==> config.mk <==
export PLATFORM = sky130hd
export DESIGN_NAME = mem_issue_queue
export DESIGN_NICKNAME = d
export VERILOG_FILES = /design/src/rtl/mem_issue_queue_pkg.sv /design/src/rtl/mem_iq_storage.sv /design/src/rtl/mem_issue_queue.sv
export SDC_FILE = /design/constraint.sdc
export NUM_CORES = 1
export LEC_CHECK = 0
export CORE_MARGIN = 2
export CORE_UTILIZATION = 45
export CTS_CLUSTER_SIZE = 24
export DETAILED_ROUTE_END_ITERATION = 7
export GPL_ROUTABILITY_DRIVEN = 0
export PLACE_DENSITY = 0.71
export RECOVER_POWER = 50
export REMOVE_ABC_BUFFERS = 1
export SLEW_MARGIN = 30
export SYNTH_ARGS = -nofsm -noshare
export SYNTH_HDL_FRONTEND = slang
export SYNTH_SLANG_ARGS = --single-unit
==> constraint.sdc <==
create_clock -name clk -period 19.6 [get_ports clk]
set_clock_uncertainty 0.2 [all_clocks]
set_input_delay 3.92 -clock clk [delete_from_list [all_inputs] [get_ports clk]]
set_output_delay 3.92 -clock clk [all_outputs]
set_load 0.03 [all_outputs]
==> src/rtl/mem_issue_queue_pkg.sv <==
// Shared types and widths for the in-order memory issue queue.
// Entry payload layout is fixed here so storage and top agree on packing.
package mem_issue_queue_pkg;

    localparam int unsigned PR_ADDR_W   = 7;
    localparam int unsigned ROB_TAG_W   = 5;
    localparam int unsigned OPCODE_W    = 4;
    localparam int unsigned BASE_W      = 16;
    localparam int unsigned OFFSET_W    = 8;
    localparam int unsigned DATA_W      = 8;
    localparam int unsigned IMM_W       = 4;
    localparam int unsigned ARCH_MASK_W = 8;
    localparam int unsigned STORE_BIT   = 0;

    typedef struct packed {
        logic [OPCODE_W-1:0]    opcode;
        logic [ROB_TAG_W-1:0]   rob_entry;
        logic [BASE_W-1:0]      base_val;
        logic [OFFSET_W-1:0]    offset;
        logic [PR_ADDR_W-1:0]   dest_reg;
        logic [DATA_W-1:0]      data;
        logic [IMM_W-1:0]       imm;
        logic [ARCH_MASK_W-1:0] dest_arch_regs;
    } iq_entry_t;

    localparam int unsigned ENTRY_W = $bits(iq_entry_t);

endpackage

==> src/rtl/mem_iq_storage.sv <==
// Register array with one synchronous write port and one combinational read port.
// Contents are intentionally not reset; validity is tracked by the owner's pointers.
module mem_iq_storage #(
    parameter int unsigned W     = 8,
    parameter int unsigned DEPTH = 8,
    localparam int unsigned AW   = $clog2(DEPTH)
) (
    input  logic          clk,
    input  logic          i_wr_en,
    input  logic [AW-1:0] i_wr_addr,
    input  logic [W-1:0]  i_wr_data,
    input  logic [AW-1:0] i_rd_addr,
    output logic [W-1:0]  o_rd_data
);

    logic [W-1:0] r_mem [DEPTH];

    always_ff @(posedge clk) begin
        if (i_wr_en) begin
            r_mem[i_wr_addr] <= i_wr_data;
        end
    end

    assign o_rd_data = r_mem[i_rd_addr];

endmodule

==> src/rtl/mem_issue_queue.sv <==
// In-order load/store issue queue: circular FIFO whose head issues one op per cycle,
// holding stores at the head until the ROB presents the same tag at commit.
module mem_issue_queue
    import mem_issue_queue_pkg::*;
#(
    parameter int unsigned DEPTH = 8,
    localparam int unsigned PTR_W = $clog2(DEPTH)
) (
    input  logic                   clk,
    input  logic                   rst,
    input  logic                   flush,

    input  logic                   enq_valid,
    output logic                   enq_ready,
    input  logic [OPCODE_W-1:0]    enq_opcode,
    input  logic [ROB_TAG_W-1:0]   enq_rob_entry,
    input  logic [BASE_W-1:0]      enq_base_val,
    input  logic [OFFSET_W-1:0]    enq_offset,
    input  logic [PR_ADDR_W-1:0]   enq_dest_reg,
    input  logic [DATA_W-1:0]      enq_data,
    input  logic [IMM_W-1:0]       enq_imm,
    input  logic [ARCH_MASK_W-1:0] enq_dest_arch_regs,

    input  logic [ROB_TAG_W-1:0]   rob_head_entry,
    input  logic                   rob_head_valid,

    output logic                   issue_valid,
    input  logic                   issue_ready,
    output logic [OPCODE_W-1:0]    issue_opcode,
    output logic [ROB_TAG_W-1:0]   issue_rob_entry,
    output logic [BASE_W-1:0]      issue_base_val,
    output logic [OFFSET_W-1:0]    issue_offset,
    output logic [PR_ADDR_W-1:0]   issue_dest_reg,
    output logic [DATA_W-1:0]      issue_data,
    output logic [IMM_W-1:0]       issue_imm,
    output logic [ARCH_MASK_W-1:0] issue_dest_arch_regs,

    output logic [PTR_W:0]         count,
    output logic                   store_wait
);

    localparam int unsigned CNT_W = PTR_W + 1;

    logic [PTR_W-1:0] r_head;
    logic [PTR_W-1:0] r_tail;
    logic [CNT_W-1:0] r_count;

    iq_entry_t        w_enq_entry;
    iq_entry_t        w_head_entry;
    logic [ENTRY_W-1:0] w_rd_bits;
    logic             w_empty;
    logic             w_full;
    logic             w_is_store;
    logic             w_rob_match;
    logic             w_eligible;
    logic             w_enq;
    logic             w_deq;

    always_comb begin
        w_enq_entry                = '0;
        w_enq_entry.opcode         = enq_opcode;
        w_enq_entry.rob_entry      = enq_rob_entry;
        w_enq_entry.base_val       = enq_base_val;
        w_enq_entry.offset         = enq_offset;
        w_enq_entry.dest_reg       = enq_dest_reg;
        w_enq_entry.data           = enq_data;
        w_enq_entry.imm            = enq_imm;
        w_enq_entry.dest_arch_regs = enq_dest_arch_regs;
    end

    // Writes are suppressed while the queue is being cleared so stale slots stay untouched.
    mem_iq_storage #(
        .W     (ENTRY_W),
        .DEPTH (DEPTH)
    ) u_storage (
        .clk       (clk),
        .i_wr_en   (w_enq && !flush && !rst),
        .i_wr_addr (r_tail),
        .i_wr_data (w_enq_entry),
        .i_rd_addr (r_head),
        .o_rd_data (w_rd_bits)
    );

    assign w_head_entry = iq_entry_t'(w_rd_bits);

    assign w_empty     = (r_count == CNT_W'(0));
    assign w_full      = (r_count == CNT_W'(DEPTH));
    assign w_is_store  = w_head_entry.opcode[STORE_BIT];
    assign w_rob_match = rob_head_valid && (rob_head_entry == w_head_entry.rob_entry);
    assign w_eligible  = !w_empty && (!w_is_store || w_rob_match);

    assign enq_ready   = !w_full;
    assign issue_valid = w_eligible && !flush && !rst;
    assign store_wait  = !rst && !w_empty && w_is_store && !w_eligible;
    assign count       = r_count;

    // enq_ready deliberately ignores a same-cycle dequeue to keep the ready path short.
    assign w_enq = enq_valid && enq_ready;
    assign w_deq = issue_valid && issue_ready;

    assign issue_opcode         = w_head_entry.opcode;
    assign issue_rob_entry      = w_head_entry.rob_entry;
    assign issue_base_val       = w_head_entry.base_val;
    assign issue_offset         = w_head_entry.offset;
    assign issue_dest_reg       = w_head_entry.dest_reg;
    assign issue_data           = w_head_entry.data;
    assign issue_imm            = w_head_entry.imm;
    assign issue_dest_arch_regs = w_head_entry.dest_arch_regs;

    always_ff @(posedge clk) begin
        if (rst || flush) begin
            r_head  <= '0;
            r_tail  <= '0;
            r_count <= '0;
        end else begin
            if (w_enq) begin
                r_tail <= r_tail + PTR_W'(1);
            end
            if (w_deq) begin
                r_head <= r_head + PTR_W'(1);
            end
            case ({w_enq, w_deq})
                2'b10:   r_count <= r_count + CNT_W'(1);
                2'b01:   r_count <= r_count - CNT_W'(1);
                default: r_count <= r_count;
            endcase
        end
    end

endmodule

==> run metrics <==
outcome complete, no violations; vias in the first global route 9,105; Setup Fix Bufs, Post-CTS 0; GR Util All Layers 0.170; Die H 209 um; CTS resizes 0; CTS max path bufs 3; layout cells sized above 1 0.256; asr flop ratio synth 0; Seq cells post-synth 493; clock root cell clkbuf_16; fin crit period 10.16 ns; clock-pin slew on the worst setup and hold paths 0.06 ns; most frequent cell after synthesis edfxtp_1; Avg Inst Size Synth ~23 um2; hold path startpoint r_head[1]; die area 43,500 um2; fmax 98.5 MHz; Final TNS setup 0 ns; Top Ports 138; P&R area growth vs syn 19.6%; largest area contributor in the netlist edfxtp_1; Routed Antenna Nets 0; # nets final about 1,100; DR WL/cell 23.3 um; post-synth cell types between 40 and 50; Detail Placement HPWL 18,800 um; R2R depth 15; Hold Path Class reg -> reg; WP data arrival between 6 and 7 ns; final hold vios 0; CP Launch Type input pin; post-route core utilization 0.548; Slew headroom 0.129; Initial Utilization 0.459; setup slack, reg-to-reg 14.27 ns; drt pass-1 iters 5; I/O Buffers 137; Worst Path Max Fanout 3; # clock sinks around 490; CTS tree built; Worst setup EP type output port; core area 41,100 um2; Post-synth top cells edfxtp_1, mux4_2, mux2_2; FILL cells 3,136; worst hold path cell count 2; Synth Instances 817; area occupied by multi-input gates approximately 4000 um2; global-route wire length before repair 55,400 um; Cell Area, Synth ~19,000 um2; Tcrit/Tclk final 0.518; Worst Path Class, Setup in -> out; vias per cell 5.49; DRC 0; sequential element share of the synthesized area 0.778; share of the synthesized area in the top cell type 0.765; Peak VDD IR 67.1 uV; Max-cap violations 0; FF-to-FF End count[3]; chip width between 200 and 250 um; RSZ-0062 raised after global routing no; worst endpoint required time 15.48 ns; Post-synth EDFFs 480; floorplan row count 74; pins over their slew limit 0; vias 8,575; total wire length around 36,000 um; initial DRC count 695; worst-skew pair later-pin latency 0.57 ns; cts bufs inserted ~50; Worst Max-Slew Pin Slew between 1 and 1.5 ns; synth warn 0; largest net degree at the start of global routing 68; Remaining Overflow, GRT 0; leak pwr 6.93 nW; Post-CTS Hold Buffers 0; register area roughly 15,000 um2; # setup viols final 0; H-tree depth 2; initial antenna violation count 8; main flop type after synthesis edfxtp_1; power density over cell area between 90 and 100 nW/um2; synth top area cells edfxtp_1, mux4_2, mux2_2
how the worst max path moves through the flow:
stage | endpoint | slack (ns) | cells past startpoint | startpoint
2_1_floorplan | store_wait | 8.22 | 6 | flop
4_1_cts | issue_valid | 9.52 | 7 | rob_head_entry[2]
5_1_grt | issue_valid | 9.21 | 7 | rob_head_entry[2]
3_5_place_dp | issue_valid | 9.52 | 7 | rob_head_entry[2]
6_report | issue_valid | 9.44 | 7 | rob_head_entry[2]
3_3_place_gp | issue_valid | 9.57 | 7 | rob_head_entry[2]
cell families after synthesis:
logic type,after synthesis,share of synthesized area
buf+inv,42,0.0101
flops,493,0.778
compound gates,20,0.00717
xor+xnor,7,0.00325
fa+ha+maj,6,0.00438
simple gates,58,0.0148
mux,191,0.182
through the flow:
stage | power, mW | instance area [um2] | hold WS, ns | cells | worst slack (ns)
4_1_cts | 2.17 | 22500 | 0.294 | 1556 | 9.52
5_1_grt | 2.21 | 22500 | 0.310 | 1560 | 9.21
6_report | 2.15 | 22500 | 0.283 | 1562 | 9.44
3_5_place_dp | 1.25 | 20900 | 0.273 | 1463 | 9.52
2_1_floorplan | 1.21 | 18700 | 0.246 | 782 | 8.22
3_3_place_gp | 1.25 | 20900 | 0.272 | 1463 | 9.57
worst max-delay path, stage by stage:
cell	delay [ns]
dlygate4sd3_1	0.52
inv_1	0.06
nor3_1	0.31
o221ai_1	0.19
o21a_1	0.22
nor3_1	0.13
clkdlybuf4s50_1	0.69
flip-flops by register name, summed over array words and instances, names as in the netlist, named ones only:
name             cells
r_head               3
r_tail               3
u_storage.r_mem    480
count                4
final cells by class:
class	instances	share of cell area
antenna	4	0.000444
timing repair buffer	151	0.0679
tap	532	0.0295
clock inverter	30	0.0105
multi-input combinational	282	0.178
sequential	493	0.651
inverter	7	0.00117
clock buffer	63	0.0605
where the power goes:
group / internal [mW] / total (mW) / switching [mW]
clock network: 0.543 / 0.920 / 0.376
logic: 0.0275 / 0.0621 / 0.0347
registers: 1.16 / 1.16 / 0.00208
total: 1.73 / 2.15 / 0.413
layout by cell type (no fill, tap or decap), types with 5 or more instances in the layout:
cell type / instances
edfxtp_1: 480
buf_4: 6
nand2b_1: 5
mux2i_1: 15
dfxtp_1: 10
inv_1: 7
clkinv_2: 10
mux2_2: 58
nand2_1: 13
a21oi_1: 6
clkdlybuf4s50_1: 71
xor2_1: 6
clkbuf_16: 53
clkbuf_1: 10
clkinv_1: 14
buf_6: 6
mux4_2: 112
ha_1: 5
nor2_1: 14
dlygate4sd3_1: 66
per-layer routing:
metal	global-route usage	share of wire	wire length (um)	up-vias
met3	0.0331	0.050	1840	52
met1	0.233	0.44	16000	4516
met2	0.281	0.49	17900	216
met5	0	0.00066	24	-
li1	-	-	-	3787
met4	0.0500	0.018	664	4
No activity file was read; power rests on OpenSTA's default activity.
